--- src/rtl/instr_fetch_unit.sv ---
// instr_fetch_unit: fetches instructions into a held IR and resolves the next PC on retire.
module instr_fetch_unit #(
  parameter logic [31:0] RESET_PC = 32'h0000_0000
) (
  input  logic        clk,
  input  logic        rst_n,
  output logic        imem_req,
  output logic [31:0] imem_addr,
  input  logic        imem_ready,
  input  logic [31:0] imem_rdata,
  output logic [31:0] instr,
  output logic        instr_valid,
  output logic [5:0]  opcode,
  output logic [5:0]  func,
  output logic [31:0] pc_plus4,
  input  logic        retire,
  input  logic        branch,
  input  logic        bneq,
  input  logic        jump,
  input  logic        jal,
  input  logic        jr,
  input  logic        zero,
  input  logic [31:0] rs_data,
  output logic [31:0] retired_count
);
  typedef enum logic [1:0] {IDLE, FETCH, EXEC} state_t;
  state_t      state_q, state_d;
  logic [31:0] pc_q, pc_d, ir_q, ir_d, cnt_q, cnt_d;
  logic [31:0] next_pc, br_tgt, j_tgt, jr_tgt;
  logic        br_taken;
  always_ff @(posedge clk or negedge rst_n) begin
    if (!rst_n) begin
      state_q <= IDLE;
      pc_q    <= RESET_PC;
      ir_q    <= '0;
      cnt_q   <= '0;
    end else begin
      state_q <= state_d;
      pc_q    <= pc_d;
      ir_q    <= ir_d;
      cnt_q   <= cnt_d;
    end
  end
  assign pc_plus4 = pc_q + 32'd4;
  assign br_tgt   = pc_plus4 + {{14{ir_q[15]}}, ir_q[15:0], 2'b00};
  assign j_tgt    = {pc_plus4[31:28], ir_q[25:0], 2'b00};
  assign jr_tgt   = rs_data & 32'hFFFF_FFFC;
  assign br_taken = branch & (zero ^ bneq);
  assign next_pc  = jr ? jr_tgt : (jump | jal) ? j_tgt : br_taken ? br_tgt : pc_plus4;
  always_comb begin
    state_d = state_q;
    pc_d    = pc_q;
    ir_d    = ir_q;
    cnt_d   = cnt_q;
    case (state_q)
      IDLE:  state_d = FETCH;
      FETCH: if (imem_ready) begin
        state_d = EXEC;
        ir_d    = imem_rdata;
      end
      EXEC:  if (retire) begin
        state_d = FETCH;
        pc_d    = next_pc;
        cnt_d   = cnt_q + 32'd1;
      end
      default: state_d = IDLE;
    endcase
  end
  assign imem_req      = state_q == FETCH;
  assign instr_valid   = state_q == EXEC;
  assign imem_addr     = pc_q;
  assign instr         = ir_q;
  assign opcode        = ir_q[31:26];
  assign func          = ir_q[5:0];
  assign retired_count = cnt_q;
endmodule

--- config.mk ---
export PLATFORM = sky130hd
export DESIGN_NAME = instr_fetch_unit
export DESIGN_NICKNAME = d
export VERILOG_FILES = /design/src/rtl/instr_fetch_unit.sv
export SDC_FILE = /design/constraint.sdc
export NUM_CORES = 1
export LEC_CHECK = 0
export ABC_AREA = 1
export BUFFER_PORTS_ARGS = -buffer_cell sky130_fd_sc_hd__buf_2
export CAP_MARGIN = 0
export CORE_MARGIN = 1.5
export CORE_UTILIZATION = 54
export CTS_CLUSTER_SIZE = 8
export DETAILED_ROUTE_END_ITERATION = 16
export GPL_TIMING_DRIVEN = 0
export PLACE_DENSITY = 0.86
export RECOVER_POWER = 25
export SYNTH_ARGS = -nofsm -noshare
export SYNTH_HDL_FRONTEND = slang
export SYNTH_SLANG_ARGS = --single-unit
--- constraint.sdc ---
create_clock -name clk -period 3.7 [get_ports clk]
set_clock_uncertainty 0.1 [all_clocks]
set_input_delay 0.555 -clock clk [delete_from_list [all_inputs] [get_ports clk]]
set_output_delay 0.555 -clock clk [all_outputs]
set_load 0.02 [all_outputs]
==> flow_summary.ini, run 1 <==
[floorplan]
die_x_microns = 126
die_area_sq_mm = 0.0158
rows = 44
coreArea_sq_mm = 0.0146
ioPinCount = 216
die_height_microns = 126
start_util_pct = 55.6

[cts]
clk_path_buf_depth = 2
holdBufCountCts = 0
htreeDepth = 3
numClockSinks = 96
clk_latency_ns = 0.36
cts_made_buffers = 9
cts_tree = yes
clk_pin_slew_worst_paths_ns = 0.07
cts.root.buffer_cell = clkbuf_16

[setup_path]
cp_max_fo = 6
cp.required_ns = 3.84
end_kind = flop
start_kind = flop
crit_arrival_ns = 3.63
crit_type = reg2reg

[synthesis]
syn_area_sq_mm = 0.00811
yosys_register_bits = 96
yosysSeqAreaShare_pct = 29.6
synth_enable_flop_cells = 0
postSynthCellCount = 1216
postSynthAreaPerCell_sq_um = 6.67
ys.warnings.count = 0
synth_cell_types = 50
ys.flop_type = dfrtp_1
synth_async_sr_flop_share_pct = 100

[drt]
num_vias = 8884
drc = 0
wl_per_cell_microns = 16.8
wl_microns = 27500
drt-pass1-iter-count = 7
drt_iter0_drc = 859
viasPerCell = 5.45
ant_nets = 0

[run_status]
outcome = complete, but fails checks
violations = max-capacitance violations, max-slew violations

[final_layout]
fin_nets = 1554
final_util_pct = 67.1
mostFrequentLayoutCells = 403 x nand2_1, 213 x buf_2, 163 x inv_1
final_common_cell = nand2_1
num-fill-cells = 1301
drive_gt1_share_pct = 23.2
n_antenna_cell = 0
area_growth_pct = 20.7

[timing]
maxSlewHeadroom_pct = -62.2
setup_tns_ns = 0
holdWs_ns = 0.296
tightestPinTransition_ns = 2.43
setup_viol_count_final = 0
fmax_mhz = 286
hold_viol = 0
slew_violations = 39
setup_slack_ns = 0.208
period_share_pct = 94.4
period_needed_ns = 3.49

[placed_design]
dp_hpwl_microns = 21900
dp_slack_ns = 0.0273
place.gp.congestion = 0.998
port_buffers = 208

[global_routing]
grt_pass1_vias = 8447
overflow = 0
grt_usage_pct = 35.2
antenna_found_initial = 0
grt_max_degree = 59
grt_pass1_wl_microns = 43600

[hold_path]
hold_class = in2reg

[power]
p_total_uw = 9150
total_leakage_power_uw = 0.00558
ir_drop_mv = 0.608
p_per_area_mw_per_mm2 = 935

[run]
maxCapViolCount = 1
-- timing repair --
item,4_1_cts,5_1_grt
pin swaps,0,1
resized for setup,1,8
endpoints found under the setup margin,1,21
cloned,0,0
buffers inserted,0,3
hold endpoints to repair,0,0
-- cell usage after synthesis, drive strengths merged, types with 3 or more instances --
cell,number,area [sq um]
o21bai,5,37.5
buf,24,158
a21o,3,22.5
ha,37,463
mux2,31,349
inv,167,627
and2,5,31.3
o211ai,4,30.0
nand3b,3,22.5
nand4,16,100
clkinv,3,11.3
nor2,150,647
xor2,39,357
clkbuf,14,52.6
o21ai,24,120
xnor2,10,87.6
nand2,412,1570
a21oi,49,245
dfrtp,96,2400
nand3,83,468
nor3,19,121
o221ai,4,35.0
-- cell families (layout without fill, tap and decap cells) --
kind of cell,Yosys count,count (layout),share of synthesized area (%)
AOI/OAI and AO/OA,99,99,6.97
other,1,4,0.0462
buffers and inverters,208,436,10.5
adders and majority gates,38,38,5.95
xor gates and xnor gates,49,49,5.48
and+or+nand+nor,694,694,37.2
muxes,31,31,4.30
DFF,96,96,29.6
-- per-layer routing --
layer	vias to the layer above	GRT usage [%]	part of all wire (%)
met5	-	0	0
met4	0	12.2	3.5
met3	88	9.03	11
met2	464	57.2	45
met1	4070	45.5	41
li1	4262	-	-
-- sequential cells by signal, indices dropped and copies added (netlist names) --
name and count:
imem_addr 30, instr 32, retired_count 32, state_q 2
-- where the power goes --
part,switching (uW),internal [uW],leakage [uW]
Clock,433,548,0.000151
Sequential,600,1410,0.00118
Combinational,4040,2120,0.00424
-- worst paths after layout --
path                       cells past startpoint           endpoint              start  slack (ns)
min in group asynchronous                      1          instr[27]              rst_n        0.84
max                                           18      imem_addr[22]       imem_addr[6]        0.21
max in group asynchronous                      1       imem_addr[2]              rst_n        1.11
max reg2reg                                   18      imem_addr[22]       imem_addr[6]        0.21
min reg2reg                                    1  retired_count[31]  retired_count[31]        0.37
min                                            2         state_q[0]         imem_ready        0.30
-- per-stage QoR --
| step | instances | cell area [sq um] |
|---|---|---|
| 3_5_place_dp | 1612 | 9420 |
| 2_1_floorplan | 1219 | 8120 |
| 4_1_cts | 1628 | 9740 |
| 5_1_grt | 1631 | 9790 |
| 6_report | 1631 | 9790 |
| 3_3_place_gp | 1611 | 9390 |
-- worst max-delay path: stages, from the launching register on --
cell,delay (ns)
dfrtp_1,0.47
nand2_1,0.18
nor3_2,0.23
nand2_1,0.13
nor2_1,0.15
nand3_1,0.11
and2_1,0.27
ha_1,0.40
nand2_1,0.13
inv_1,0.09
nand3_1,0.13
nor2_2,0.23
nand3_1,0.16
nand4_1,0.13
nand3_1,0.16
nand2_1,0.11
nand2_1,0.06
nand2_1,0.09
nand2_1,0.05
-- final cells by class --
cell class,instances,area [sq um],area share [%]
Clock buffer,11,243,2.48
Sequential cell,96,2400,24.6
Multi-Input combinational cell,915,4910,50.2
Tap cell,184,230,2.35
Timing Repair Buffer,212,1090,11.1
Buffer,38,210,2.15
Clock inverter,5,61.3,0.626
Inverter,170,638,6.52
No activity file was read; power rests on OpenSTA's default activity.
==> run 2, diff against run 1 <==
--- a/config.mk
+++ b/config.mk
@@ -8,8 +8,11 @@
 export ABC_AREA = 1
 export BUFFER_PORTS_ARGS = -buffer_cell sky130_fd_sc_hd__buf_2
 export CAP_MARGIN = 0
+export CELL_PAD_IN_SITES_DETAIL_PLACEMENT = 1
+export CELL_PAD_IN_SITES_GLOBAL_PLACEMENT = 2
 export CORE_MARGIN = 1.5
-export CORE_UTILIZATION = 54
+export CORE_UTILIZATION = 29
+export CTS_CLUSTER_DIAMETER = 30
 export CTS_CLUSTER_SIZE = 8
 export DETAILED_ROUTE_END_ITERATION = 16
 export GPL_TIMING_DRIVEN = 0
@@ -18,3 +21,4 @@
 export SYNTH_ARGS = -nofsm -noshare
 export SYNTH_HDL_FRONTEND = slang
 export SYNTH_SLANG_ARGS = --single-unit
+export TNS_END_PERCENT = 5
==> flow_summary.ini, run 2 (synthesis gave the netlist of run 1 again) <==
[final_layout]
fin_nets = 1555
n_antenna_cell = 0
area_growth_pct = 23.7
num-fill-cells = 3665
mostFrequentLayoutCells = 403 x nand2_1, 213 x buf_2, 163 x inv_1
final_common_cell = nand2_1
drive_gt1_share_pct = 23.4
design_area_sq_mm = 0.0100

[setup_path]
cp.required_ns = 3.90
cpPeakStageDelay_ns = 0.48
crit_type = reg2reg
critPathSlowestCell = dfrtp_1
cp_max_fo = 6
worstReg2RegStart = imem_addr[8]
start_kind = flop
cp_common_cell = nand2_1
end_kind = flop
crit_path_cell_trace = nand2_1 > nor2_4 > nand3_4 > nor2_8 > xor2_1 > ha_1 > nand2_1 > inv_1 > a21oi_1 > nand3_2 > nand2_1 > nand3_1 > nand2_1 > nand2_1 > o21bai_1 > nand2_1 > nand2_1
critPathLaunch = imem_addr[8]
crit_arrival_ns = 3.76

[cts]
clk_path_buf_depth = 2
cts.root.buffer_cell = clkbuf_16
clk_latency_ns = 0.37
holdBufCountCts = 0
clk_pin_slew_worst_paths_ns = 0.08
cts_tree = yes
numClockSinks = 96
cts_made_buffers = 9
htreeDepth = 3

[power]
internal-power_uw = 4010
ir_drop_mv = 0.454
seq_power_share_pct = 21.9
p_clk_share_pct = 10.5
p_comb_share_pct = 67.6
total_leakage_power_uw = 0.00557
netSwitchingPower_uw = 5340
p_per_area_mw_per_mm2 = 932
switching_share_pct = 57.1
p_total_uw = 9350

[global_routing]
grt_pass1_vias = 8940
grt_pass1_wl_microns = 50400
antenna_found_initial = 3
grt_usage_pct = 23.1
grt_max_degree = 60
overflow = 0

[floorplan]
rows = 61
die_area_sq_mm = 0.0290
start_util_pct = 29.4
die_height_microns = 170
ioPinCount = 216
die_x_microns = 170
coreArea_sq_mm = 0.0276

[timing]
setup_viol_count_final = 0
hold_viol = 0
tightestPinTransition_ns = 2.20
slew_violations = 39
fmax_mhz = 281
period_needed_ns = 3.56
rsz0062_at_grt = yes
period_share_pct = 96.3
maxSlewHeadroom_pct = -46.8
setup_tns_ns = 0

[drt]
drc = 0
wl_per_cell_microns = 18.1
ant_nets = 0
viasPerCell = 4.77
num_vias = 8712
wl_microns = 33100
drt_iter0_drc = 447
drt-pass1-iter-count = 5

[hold_path]
hold_class = in2reg
min_from = imem_ready

[placed_design]
place.gp.congestion = 0.894
dp_hpwl_microns = 27500
place_area_sq_mm = 0.00967
port_buffers = 208

[run_status]
outcome = complete, but fails checks
violations = max-capacitance violations, max-slew violations

[run]
maxCapViolCount = 1
## run 2: cell types whose count changed in the layout (fill, tap and decap cells not counted), sizes merged
cell / before / now
bufinv: 1 / 0
clkbuf: 26 / 25
clkinv: 5 / 4
clkinvlp: 0 / 2
inv: 169 / 171
## run 2: per-layer routing
metal	track usage, %	vias up	part of all wire (%)
li1	-	4260	-
met1	30.1	4164	45
met2	39.5	251	47
met3	4.67	31	6.3
met4	4.66	6	1.4
met5	0	-	0.073
## run 2: layout make-up
| type | count | area [sq um] | share of cell area [%] |
|---|---|---|---|
| flip-flops and latches | 96 | 2400 | 24.0 |
| well taps | 378 | 473 | 4.71 |
| clock buffers | 9 | 225 | 2.24 |
| multi-input cells | 915 | 4930 | 49.2 |
| clock inverters | 7 | 73.8 | 0.736 |
| repair buffers | 213 | 1080 | 10.7 |
| plain buffers | 38 | 210 | 2.09 |
| inverters | 170 | 638 | 6.36 |
## run 2: power by group through the flow
stage                     clock, uW  sequential (uW)  combinational, uW
after detailed placement          0             2060               6230
after CTS                      1010             2060               6300
after global placement            0             2050               6120
after global routing           1050             2100               7050
after floorplan                   0             2250               3870
final                           985             2050               6320
## run 2: final timing paths
| check | slack (ns) | end | cells past startpoint |
|---|---|---|---|
| worst min register to register | 0.38 | retired_count[31] | 1 |
| worst min-delay path | 0.28 | state_q[0] | 2 |
| max in group asynchronous | 0.70 | imem_addr[3] | 2 |
| min in group asynchronous | 0.74 | imem_addr[27] | 1 |
| worst max register to register | 0.14 | imem_addr[18] | 17 |
| worst max-delay path | 0.14 | imem_addr[18] | 17 |
## run 2: worst max-delay path, delay by kind of cell, from the launching register on
kind	cells	cell delay, ns
adders and majority gates	1	0.33
AOI/OAI and AO/OA	2	0.52
xor gates and xnor gates	1	0.45
and+or+nand+nor	12	1.57
DFF	1	0.48
buffers and inverters	1	0.06
## run 2: metrics by stage
stage                     std cells  util, %  setup slack (ns)  hold slack, ns
after floorplan                1219        -             0.431           0.159
after detailed placement       1806     35.0            -0.302           0.361
after global routing           1826     36.3           -0.0513           0.295
final                          1826     36.3             0.135           0.276
after CTS                      1823     36.2            0.0150          0.0943
after global placement         1805     34.9            -0.268           0.359
## run 2: what timing repair did
| action | 4_1_cts | 5_1_grt |
|---|---|---|
| setup endpoints to repair | 23 | 20 |
| resized for setup | 6 | 9 |
| pin swaps | 1 | 1 |
| setup buffers | 1 | 3 |
==> run 3, diff against run 2 <==
--- a/config.mk
+++ b/config.mk
@@ -15,7 +15,6 @@
 export CTS_CLUSTER_DIAMETER = 30
 export CTS_CLUSTER_SIZE = 8
 export DETAILED_ROUTE_END_ITERATION = 16
-export GPL_TIMING_DRIVEN = 0
 export PLACE_DENSITY = 0.86
 export RECOVER_POWER = 25
 export SYNTH_ARGS = -nofsm -noshare
==> flow_summary.ini, run 3 (synthesis gave the netlist of run 1 again) <==
[run_status]
outcome = complete, but fails checks
violations = max-capacitance violations, max-slew violations

[floorplan]
rows = 61
die_height_microns = 170
die_x_microns = 170
ioPinCount = 216
die_area_sq_mm = 0.0290
coreArea_sq_mm = 0.0276
start_util_pct = 29.4

[cts]
clk_pin_slew_worst_paths_ns = 0.09
cts.root.buffer_cell = clkbuf_16
clk_path_buf_depth = 2
numClockSinks = 96
htreeDepth = 3
cts_tree = yes
clk_latency_ns = 0.37
holdBufCountCts = 0
cts_made_buffers = 9

[final_layout]
area_growth_pct = 23.5
num-fill-cells = 3663
final_util_pct = 36.3
mostFrequentLayoutCells = 401 x nand2_1, 208 x buf_2, 163 x inv_1
fin_nets = 1542
design_area_sq_mm = 0.0100
final_common_cell = nand2_1
drive_gt1_share_pct = 24.1

[setup_path]
rrSetupSlack_ns = 0.27
critPathLaunch = imem_addr[3]
rr_worst_depth = 20
cp.required_ns = 3.91
crit_type = reg2reg
crit_end = imem_addr[18]
crit_arrival_ns = 3.64
end_kind = flop
worstReg2RegStart = imem_addr[3]
start_kind = flop
cp_max_fo = 4
r2r_end = imem_addr[18]

[drt]
drt-pass1-iter-count = 5
wl_microns = 31700
wl_per_cell_microns = 17.5
ant_nets = 0
num_vias = 8597
viasPerCell = 4.74
drt_iter0_drc = 393
drc = 0

[global_routing]
grt_pass1_vias = 8776
grt_usage_pct = 22.4
grt_pass1_wl_microns = 49400
antenna_found_initial = 3
overflow = 0
grt_max_degree = 57

[power]
p_comb_share_pct = 67.6
seq_power_share_pct = 21.4
netSwitchingPower_uw = 5350
p_per_area_mw_per_mm2 = 937
total_leakage_power_uw = 0.00558
p_clk_share_pct = 11.0
switching_share_pct = 56.9
ir_drop_mv = 0.416
internal-power_uw = 4040

[timing]
holdWs_ns = 0.274
rsz0062_at_grt = yes
setup_viol_count_final = 0
slew_violations = 57
fmax_mhz = 291
hold_viol = 0
period_share_pct = 92.8
period_needed_ns = 3.43
maxSlewHeadroom_pct = -4.85
tightestPinTransition_ns = 1.57
setup_slack_ns = 0.268

[placed_design]
dp_slack_ns = 0.175
place.gp.congestion = 0.862
place_area_sq_mm = 0.00965
port_buffers = 209
dp_hpwl_microns = 26300

[hold_path]
hold_class = in2reg

[run]
maxCapViolCount = 1
[run 3: changes by cell type in the layout (fill, tap and decap cells not counted), sizes merged]
cell,before,now
clkbuf,25,11
diode,0,1
clkinv,4,5
inv,171,172
buf,235,236
clkinvlp,2,0
[run 3: critical path: stages (launching register included)]
cell	delay, ns
dfrtp_2	0.40
ha_1	0.20
nand3_2	0.15
nor3_4	0.29
buf_4	0.16
xnor2_1	0.13
clkinv_1	0.16
ha_1	0.35
nand2_1	0.12
inv_1	0.06
nand2_1	0.13
inv_1	0.06
nand2_1	0.08
nand3_1	0.20
nand2_1	0.12
nand3_1	0.13
nand2_1	0.09
nand2_1	0.05
o21bai_1	0.24
nand2_1	0.09
nand2_1	0.07
[run 3: stage by stage]
| step | instances | total power, uW | TNS [ns] |
|---|---|---|---|
| 5_1_grt | 1814 | 10300 | -0.137 |
| 4_1_cts | 1811 | 9400 | 0 |
| 3_3_place_gp | 1795 | 8160 | 0 |
| 2_1_floorplan | 1219 | 6120 | 0 |
| 6_report | 1814 | 9390 | 0 |
| 3_5_place_dp | 1795 | 8310 | 0 |
[run 3: metal layers]
metal / track usage [%] / wire, microns
met3: 3.86 / 1610
met1: 28.9 / 14500
met2: 38.4 / 15000
met5: 0 / 26
met4: 5.93 / 586
[run 3: what timing repair did]
action                                  in CTS  in global routing
buffers inserted                             0                  2
endpoints found under the setup margin       0                 17
gates resized for setup                      0                 14
[run 3: final cells by class]
type	count	area, sq um	share of cell area [%]
antenna	1	2.50	0.0250
clock buffer	9	225	2.25
clock inverter	7	91.3	0.911
inverter	170	638	6.37
multi-input combinational	915	4930	49.2
sequential	96	2400	24.0
tap	378	473	4.72
timing repair buffer	238	1260	12.6
[run 3: worst min-delay path by stage]
stage | start | to | slack [ns] | cells past startpoint
3_3_place_gp | retired_count[31] | retired_count[31] | 0.35 | 1
3_5_place_dp | retired_count[29] | retired_count[29] | 0.38 | 1
2_1_floorplan | rst_n | imem_addr[10] | 0.16 | 0
5_1_grt | imem_ready | state_q[0] | 0.28 | 2
6_report | imem_ready | state_q[0] | 0.27 | 2
4_1_cts | rst_n | imem_addr[29] | 0.21 | 1
[run 3: power groups by stage]
stage	Clock (uW)	Sequential (uW)	Combinational, uW
3_5_place_dp	0	2020	6290
5_1_grt	1100	2070	7120
2_1_floorplan	0	2250	3870
3_3_place_gp	0	1990	6170
4_1_cts	1060	2000	6330
6_report	1030	2010	6350
